### config.mk
export PLATFORM = sky130hd
export DESIGN_NAME = bist_resp_analyzer_flat
export DESIGN_NICKNAME = d
export VERILOG_FILES = /design/src/rtl/bist_pkg.sv /design/src/rtl/bist_resp_analyzer_if.sv /design/src/rtl/bist_misr.sv /design/src/rtl/bist_resp_analyzer.sv /design/src/flat_wrapper.sv
export SDC_FILE = /design/constraint.sdc
export NUM_CORES = 1
export LEC_CHECK = 0
export BUFFER_PORTS_ARGS = -buffer_cell sky130_fd_sc_hd__buf_4
export CAP_MARGIN = 10
export CORE_ASPECT_RATIO = 0.7
export CORE_MARGIN = 2
export CORE_UTILIZATION = 30
export DETAILED_ROUTE_END_ITERATION = 16
export PLACE_DENSITY = 0.55
export SYNTH_ARGS = -nofsm -noshare
export SYNTH_HDL_FRONTEND = slang
export SYNTH_SLANG_ARGS = --single-unit
### constraint.sdc
create_clock -name clk -period 1.5 [get_ports clk]
set_input_delay 0 -clock clk [delete_from_list [all_inputs] [get_ports clk]]
set_output_delay 0 -clock clk [all_outputs]
set_load 0.02 [all_outputs]
### src/rtl/bist_pkg.sv
// Shared definitions for the BIST chain: controller states, default MISR
// parameters and the CUT response width used by every BIST block.
package bist_pkg;

    // Width of one CUT response word: {sum, cout}.
    localparam int RESP_W = 2;

    // Default signature register configuration.
    localparam int         SIG_W_DEF        = 8;
    localparam logic [7:0] POLY_DEF         = 8'h1D;
    localparam logic [7:0] SEED_DEF         = 8'h00;
    localparam int         NUM_PATTERNS_DEF = 8;

    // Response analyzer controller states.
    typedef enum logic [1:0] {
        IDLE  = 2'd0,
        RUN   = 2'd1,
        CHECK = 2'd2,
        DONE  = 2'd3
    } state_e;

endpackage

### src/rtl/bist_resp_analyzer_if.sv
// Test-control and response bus of the response analyzer. The master side is
// the BIST sequencer / CUT; the slave side is the analyzer itself.
interface bist_resp_analyzer_if #(
    parameter int SIG_W = 8,
    parameter int CW    = 4
);
    import bist_pkg::*;

    logic              start;
    logic              resp_valid;
    logic [RESP_W-1:0] resp_data;
    logic [SIG_W-1:0]  golden_sig;
    logic              busy;
    logic              done;
    logic              pass;
    logic [SIG_W-1:0]  signature;
    logic [CW-1:0]     count;

    modport master (
        output start, resp_valid, resp_data, golden_sig,
        input  busy, done, pass, signature, count
    );

    modport slave (
        input  start, resp_valid, resp_data, golden_sig,
        output busy, done, pass, signature, count
    );

endinterface

### src/rtl/bist_misr.sv
// Multiple-input signature register. Galois-style shift with polynomial
// feedback from the outgoing MSB; the response word is XORed into the low bits.
module bist_misr
    import bist_pkg::*;
#(
    parameter int               SIG_W = SIG_W_DEF,
    parameter logic [SIG_W-1:0] POLY  = SIG_W'(POLY_DEF),
    parameter logic [SIG_W-1:0] SEED  = SIG_W'(SEED_DEF)
) (
    input  logic              clk,
    input  logic              rst_n,
    input  logic              load,
    input  logic              shift_en,
    input  logic [RESP_W-1:0] data,
    output logic [SIG_W-1:0]  sig
);

    logic [SIG_W-1:0] feedback;
    logic [SIG_W-1:0] next_sig;

    // Next MISR value: shift left, fold the dropped MSB back through POLY,
    // then compact the incoming response into the low bits.
    always_comb begin
        // NOTE: every combinational output is assigned on every path, so no latch is inferred.
        feedback = sig[SIG_W-1] ? POLY : '0;
        next_sig = {sig[SIG_W-2:0], 1'b0} ^ feedback ^ {{(SIG_W-RESP_W){1'b0}}, data};
    end

    // Signature register: seed on reset or load, advance on an accepted response.
    always_ff @(posedge clk or negedge rst_n) begin
        // NOTE: state uses non-blocking assignment so all registers sample pre-edge values.
        if (!rst_n) begin
            sig <= SEED;
        end else if (load) begin
            sig <= SEED;
        end else if (shift_en) begin
            sig <= next_sig;
        end
    end

endmodule

### src/rtl/bist_resp_analyzer.sv
// BIST output response analyzer. Compacts NUM_PATTERNS CUT responses into a
// MISR, then compares the final signature with a golden value and reports
// pass/fail via a start/done handshake. Controller, response counter and
// comparator live here; the signature register is the bist_misr sub-module.
module bist_resp_analyzer
    import bist_pkg::*;
#(
    parameter int               SIG_W        = SIG_W_DEF,
    parameter logic [SIG_W-1:0] POLY         = SIG_W'(POLY_DEF),
    parameter logic [SIG_W-1:0] SEED         = SIG_W'(SEED_DEF),
    parameter int               NUM_PATTERNS = NUM_PATTERNS_DEF
) (
    input logic                 clk,
    input logic                 rst_n,
    bist_resp_analyzer_if.slave bus
);

    localparam int            CW   = $clog2(NUM_PATTERNS + 1);
    localparam logic [CW-1:0] LAST = CW'(NUM_PATTERNS - 1);

    state_e           state;
    state_e           next_state;
    logic             load;
    logic             shift_en;
    logic             last_resp;
    logic [CW-1:0]    count_q;
    logic             pass_q;
    logic [SIG_W-1:0] sig;

    // Decode handshake events: a start only counts in IDLE/DONE (and then
    // wins over any coincident response); responses only count in RUN.
    always_comb begin
        load      = bus.start && ((state == IDLE) || (state == DONE));
        shift_en  = (state == RUN) && bus.resp_valid;
        last_resp = shift_en && (count_q == LAST);
    end

    // Controller next-state logic.
    always_comb begin
        next_state = state;
        case (state)
            IDLE:    if (load)      next_state = RUN;
            RUN:     if (last_resp) next_state = CHECK;
            CHECK:                  next_state = DONE;
            DONE:    if (load)      next_state = RUN;
            default:                next_state = IDLE;
        endcase
    end

    // Controller state register.
    always_ff @(posedge clk or negedge rst_n) begin
        if (!rst_n) begin
            state <= IDLE;
        end else begin
            state <= next_state;
        end
    end

    // Accepted-response counter; stops at NUM_PATTERNS because RUN is left
    // on the edge that accepts the last response.
    always_ff @(posedge clk or negedge rst_n) begin
        if (!rst_n) begin
            count_q <= '0;
        end else if (load) begin
            count_q <= '0;
        end else if (shift_en) begin
            count_q <= count_q + 1'b1;
        end
    end

    // Registered verdict: cleared on a new test, captured during CHECK.
    always_ff @(posedge clk or negedge rst_n) begin
        if (!rst_n) begin
            pass_q <= 1'b0;
        end else if (load) begin
            pass_q <= 1'b0;
        end else if (state == CHECK) begin
            pass_q <= (sig == bus.golden_sig);
        end
    end

    bist_misr #(
        .SIG_W (SIG_W),
        .POLY  (POLY),
        .SEED  (SEED)
    ) u_misr (
        .clk      (clk),
        .rst_n    (rst_n),
        .load     (load),
        .shift_en (shift_en),
        .data     (bus.resp_data),
        .sig      (sig)
    );

    assign bus.busy      = (state == RUN) || (state == CHECK);
    assign bus.done      = (state == DONE);
    assign bus.pass      = pass_q;
    assign bus.signature = sig;
    assign bus.count     = count_q;

endmodule

### src/flat_wrapper.sv
// flat-port wrapper written by rule: the top's interface ports become plain ports
module bist_resp_analyzer_flat import bist_pkg::*;
#(
    parameter int               SIG_W        = SIG_W_DEF,
    parameter logic [SIG_W-1:0] POLY         = SIG_W'(POLY_DEF),
    parameter logic [SIG_W-1:0] SEED         = SIG_W'(SEED_DEF),
    parameter int               NUM_PATTERNS = NUM_PATTERNS_DEF
)
  (clk, rst_n, bus_start, bus_resp_valid, bus_resp_data, bus_golden_sig, bus_busy, bus_done, bus_pass, bus_signature, bus_count);
  bist_resp_analyzer_if #(.SIG_W(SIG_W), .CW(($clog2((8) + 1)))) bus_i ();
  input logic clk;
  input logic rst_n;
  input wire logic [$bits(bus_i.start)-1:0] bus_start;
  input wire logic [$bits(bus_i.resp_valid)-1:0] bus_resp_valid;
  input wire logic [$bits(bus_i.resp_data)-1:0] bus_resp_data;
  input wire logic [$bits(bus_i.golden_sig)-1:0] bus_golden_sig;
  output wire logic [$bits(bus_i.busy)-1:0] bus_busy;
  output wire logic [$bits(bus_i.done)-1:0] bus_done;
  output wire logic [$bits(bus_i.pass)-1:0] bus_pass;
  output wire logic [$bits(bus_i.signature)-1:0] bus_signature;
  output wire logic [$bits(bus_i.count)-1:0] bus_count;
  assign bus_i.start = bus_start;
  assign bus_i.resp_valid = bus_resp_valid;
  assign bus_i.resp_data = bus_resp_data;
  assign bus_i.golden_sig = bus_golden_sig;
  assign bus_busy = bus_i.busy;
  assign bus_done = bus_i.done;
  assign bus_pass = bus_i.pass;
  assign bus_signature = bus_i.signature;
  assign bus_count = bus_i.count;
  bist_resp_analyzer #(.SIG_W(SIG_W), .POLY(POLY), .SEED(SEED), .NUM_PATTERNS(NUM_PATTERNS)) u_core (.clk(clk), .rst_n(rst_n), .bus(bus_i));
endmodule
=== Word-level counts from Yosys, hierarchy flattened ===
Cells that the tools add are included.

* Input bits: 14
* Register bits after elaboration: 15
* Logic and storage cells: 34
* Output and inout port bits: 15

* Multiplexer cells: 10
* Bitwise operators: 2
* $add $sub $neg: 1
* Eq/ne operators: 7
* Reductions and logical operators: 10

{| class="wikitable"
|+ Operators with widths
! kind !! count
|-
| 8-bit 2-to-1 mux || 2
|-
| 8-bit equality test || 1
|-
| 4-bit 2-to-1 mux || 2
|-
| 8-bit by 2-bit bitwise XOR with 8-bit output || 1
|-
| 8-bit bitwise XOR || 1
|-
| 2-bit case mux with 3 select lines || 1
|-
| 5-bit 2-to-1 mux || 1
|-
| 4-bit by 1-bit adder with 4-bit output (second input constant) || 1
|-
| 2-bit equality test (second input constant) || 2
|-
| 4-bit by 3-bit equality test with 1-bit output (second input constant) || 1
|-
| 2-bit 2-to-1 mux || 2
|-
| 2-bit by 1-bit inequality test with 1-bit output (second input constant) || 2
|-
| 2-bit nonzero test || 2
|-
| 1-bit logical AND || 3
|-
| 2-bit by 1-bit equality test with 1-bit output (second input constant) || 1
|-
| 2-bit logical NOT || 1
|-
| 1-bit logical OR || 2
|-
| 1-bit 2-to-1 mux || 2
|-
| 2-bit AND reduction || 1
|-
| 2-bit OR reduction || 1
|}

=== Longest topological paths before layout ===
* Depth after elaboration: 5
* Mapped depth: 6
* Depth with buffers taken out: 5

=== Modules after synthesis ===
From an unflattened synthesis, not the netlist that was laid out.

* Cells, all modules: 81
* Area total of the unflattened synthesis: 860.8 um^2

{| class="wikitable"
|+ Modules (own cells, without submodules)
! module !! area an instance (um^2) !! cells each !! instances !! sequential area each (um^2)
|-
| bist_resp_analyzer || 471.7 || 49 || 1 || 175.2
|-
| bist_misr || 389.1 || 32 || 1 || 200.2
|}

=== Worst setup path after synthesis ===
OpenSTA, ideal clock, no wires.

* Path kind: reg-to-reg
* Start: register u_core.state[0]
* End: register u_core.count_q[1] (netlist: u_core.bus.count[1])
* Data arrival time: 1,351 ps
* Setup slack: 83 ps
* Clock period less this slack: 1,417 ps
* Cell stages (with the launch flop): 6
* Setup time: 66 ps
* Path buffers: 0
* Cell sequence: dfrtp_1 -> inv_1 -> ha_1 -> and2_1 -> nor2_2 -> a22o_1

* Cells in the longest elaborated chain, start to end: 4
* Elaborated cells between the ends (all ways): 8

{| class="wikitable"
|+ Ends and longest elaborated chain
! element !! line !! RTL
|-
| from (decl) || bist_resp_analyzer.sv:21 || <nowiki>state_e state;</nowiki>
|-
| from (signal assigned) || bist_resp_analyzer.sv:55 || <nowiki>state <= next_state;</nowiki>
|-
| 2-bit equality test or 2-bit logical NOT (tied branches) || bist_resp_analyzer.sv:33 || <nowiki>load = bus.start && ((state == IDLE) || (state == DONE));</nowiki>
|-
| 1-bit logical OR || bist_resp_analyzer.sv:33 ||
|-
| 1-bit logical AND || bist_resp_analyzer.sv:33 ||
|-
| 4-bit 2-to-1 mux or 2-bit nonzero test (tied branches) || n/a ||
|-
| to (signal assigned) || bist_resp_analyzer.sv:67 || <nowiki>count_q <= count_q + 1'b1;</nowiki>
|-
| to (decl) || bist_resp_analyzer.sv:26 || <nowiki>logic [CW-1:0] count_q;</nowiki>
|}

Parallel ways exist; a longest one is shown, timed or not.
A chain may end at the register's enable or synchronous reset.

=== Worst setup path in the final report ===
* Start: register u_core.state[1]
* End: register u_core.count_q[3] (netlist: u_core.bus.count[3])

The elaborated chain is that of the path after synthesis.

==> summary.txt <==
Yosys
  – Adder-cell share of the synthesized area: 0.06289
  – Largest family of logic cells by synthesized area: compound AO/OA/AOI/OAI gates
  – Count leader, synth: dfrtp_1
  – Post-Syn Area per Cell: 11.05 um2
  – Complex-gate fraction of the synthesized area: 0.1698
  – Area leader, netlist: dfrtp_1
  – Simple-gate portion of the synthesized area: 0.1038
  – Synth area leaders: dfrtp_1 (47%), a22o_1 (9.9%), xnor2_1 (8.8%), xor2_1 (7.7%), ha_1 (6.3%)
  – Number of synthesized flops with an enable pin: 0
  – Post-synthesis sequential area ratio: 0.4717
  – Synthesized area: 795.8 um2
  – Gate Count Post-Synth: 72
  – Synth top area share: 0.4717
  – Async SR Flop Fraction: 1.000
  – Commonest cells in the netlist: dfrtp_1 (15), a22o_1 (9), xnor2_1 (8)
  – Synth Area in XOR/XNOR: 0.1651
  – Main synth FF type: dfrtp_1
  – Yosys warning count: 0
  – #FFs+latches synth: 15
  – Library cells used by synthesis: 24
  – Net Count, Synth: 90
  – Multiplexer share of the synthesized area: 0

Floorplan
  – Die Ht: 47.09 um
  – Die W: 65.56 um
  – Die Area: 3087 um2
  – Core area: around 2500 um2
  – Number of I/O pins: 29
  – Site Rows: 15
  – Initial Util: 0.3188

Setup path
  – Setup Crit Path Kind: flop to flop
  – Crit path arrival time: 1580 ps
  – Crit path max fanout: 4
  – Worst Setup End Kind: flop
  – Crit start category: flop
  – Reg2Reg Depth: 5
  – CP Data Required Time: between 1500 and 2000 ps

Place
  – DP Area: 1076 um2
  – Dpl cells: 137
  – I/O Buffers: 28
  – Global placer's final weighted congestion: 0.7895
  – Post-Place Worst Slack: -30.06 ps
  – Final HPWL DP: 1.438 mm

Worst hold path
  – Hold Crit Depth: 4
  – Class of the worst hold path: input port to flop

Routing
  – Via density: 4.639
  – Routed Antenna Nets: 0
  – WL final: 1.942 mm
  – Vias: between 600 and 700
  – WL/cell: 13.49 um
  – First-pass DRT Iterations: 4
  – DRC: 0
  – DRT iter0 DRCs: 26

Clocking
  – Clk Latency, worst-skew pair: 250 ps
  – CTS H-tree depth: 1
  – Clock Sinks: 15
  – Clock-pin slew on the worst setup and hold paths: about 60 ps
  – TritonCTS Buffers: 3
  – CTS tree: built
  – Root Driver: clkbuf_8
  – Max Root-Sink Buffers: 2

Power
  – Switch share: 0.3921
  – Pwr dens: 1717 nW/um2
  – Switching pwr: 0.7883 mW
  – Clk pwr share: 0.163
  – Seq pwr share: 0.306
  – Combinational share of power: 0.531
  – Pint: 1.222 mW
  – Worst vdd rail ir drop: 670.7 uV
  – Leak pwr: 0.5818 nW
  – Tot Pwr: 2.011 mW

Layout
  – Finished Core Util: 0.4692
  – Final Net Count: 129
  – Layout fillers: 245
  – Share of layout cells above drive strength 1: 0.3818
  – # diodes: 0
  – Final instance area: 1171 um2
  – Final std cells w/o fill: 144
  – Area growth syn-to-layout: 47.17%

STA
  – Fmax: 0.7135 GHz
  – Post-route clock period utilization: 0.9343
  – WHS: 43.25 ps
  – Worst Tran Pin Value: 349.4 ps
  – Worst Skew: roughly 4.8 ps
  – Pins Over Slew Limit: 0
  – Setup TNS: 0 ps
  – Final worst slack: 98.54 ps
  – Final hold viol count: 0
  – Finish-stage setup viols: 0
  – Final min period: 1401 ps
  – Worst slew margin: 0.7671

Global route
  – Global-route usage over all layers: 0.1347
  – Final global-route overflow total: 0
  – Global-route wire length before repair: roughly 3.0 mm
  – Antenna violations before repair: 0
  – Pin count of the biggest net entering global routing: 16
  – Vias in the first global route: between 600 and 700

Flow run
  – MaxCap Viol Count: 0

Run status
  – Outcome: finished clean
critical path, stage by stage, from the launching register on:
cell     delay, ps
dfrtp_1        410
inv_1           90
ha_2           220
a22oi_2        110
or3_1          350
a21oi_1        140
flip-flops by register name, indices dropped and copies added (netlist names):
register and flops:
u_core.bus.count 4, u_core.bus.pass 1, u_core.u_misr.sig 8, u_core.state 2
layout make-up:
| type | instances | area [um2] | share of cell area |
|---|---|---|---|
| Sequential cell | 15 | 375.4 | 0.3205 |
| Inverter | 3 | 11.26 | 0.009615 |
| Clock buffer | 4 | 45.04 | 0.03846 |
| Multi-Input combinational cell | 52 | 424.2 | 0.3622 |
| Timing Repair Buffer | 36 | 272.8 | 0.2329 |
| Tap cell | 34 | 42.54 | 0.03632 |
cell families (layout without fill, tap and decap cells):
| family | after synthesis | in the layout |
|---|---|---|
| buf+inv | 5 | 43 |
| flops | 15 | 15 |
| compound gates | 18 | 18 |
| xor+xnor | 15 | 15 |
| simple gates | 15 | 15 |
| fa+ha+maj | 4 | 4 |
what timing repair did:
action	in CTS	in global routing
pin swaps	0	1
endpoints found under the setup margin	9	11
hold endpoints to repair	15	0
gates resized for setup	2	2
gates cloned	0	0
setup buffers	0	2
hold buffers	1	0
final timing paths:
check | from | end | slack (ps)
min | bus_golden_sig[7] | u_core.bus.pass$_DFFE_PN0P_ | 40
max in group asynchronous | rst_n | u_core.bus.count[2]$_DFFE_PN0P_ | 1180
max | u_core.state[1]$_DFFE_PN0P_ | u_core.bus.count[3]$_DFFE_PN0P_ | 100
min reg2reg | u_core.bus.pass$_DFFE_PN0P_ | u_core.bus.pass$_DFFE_PN0P_ | 510
max reg2reg | u_core.state[1]$_DFFE_PN0P_ | u_core.bus.count[3]$_DFFE_PN0P_ | 100
min in group asynchronous | rst_n | u_core.u_misr.sig[4]$_DFFE_PN0P_ | 140
power by group through the flow:
stage          combinational, mW  sequential (mW)  clock [mW]
6_report                    1.07            0.616       0.328
3_5_place_dp               0.967            0.618           0
5_1_grt                     1.17            0.632       0.358
2_1_floorplan              0.491            0.670           0
3_3_place_gp               0.960            0.615           0
4_1_cts                    0.995            0.614       0.343
cells in the final DEF, fill, tap and decap left out, drive strengths merged, types with 2 or more instances in the layout:
cell type / Yosys / final
nand2: 2 / 2
nor2: 3 / 3
ha: 4 / 4
o21ai: 2 / 2
inv: 3 / 3
dfrtp: 15 / 15
clkbuf: 0 / 4
xnor2: 8 / 8
a21oi: 2 / 2
nand3: 4 / 4
a22o: 9 / 9
buf: 2 / 35
xor2: 7 / 7
per-layer routing:
metal	up-vias	track usage	part of all wire
met4	0	0.03750	0.0051
met2	20	0.1857	0.43
met3	3	0.05755	0.051
met1	312	0.1926	0.52
met5	-	0	0
li1	333	-	-
(Power assumes the default switching activity.)
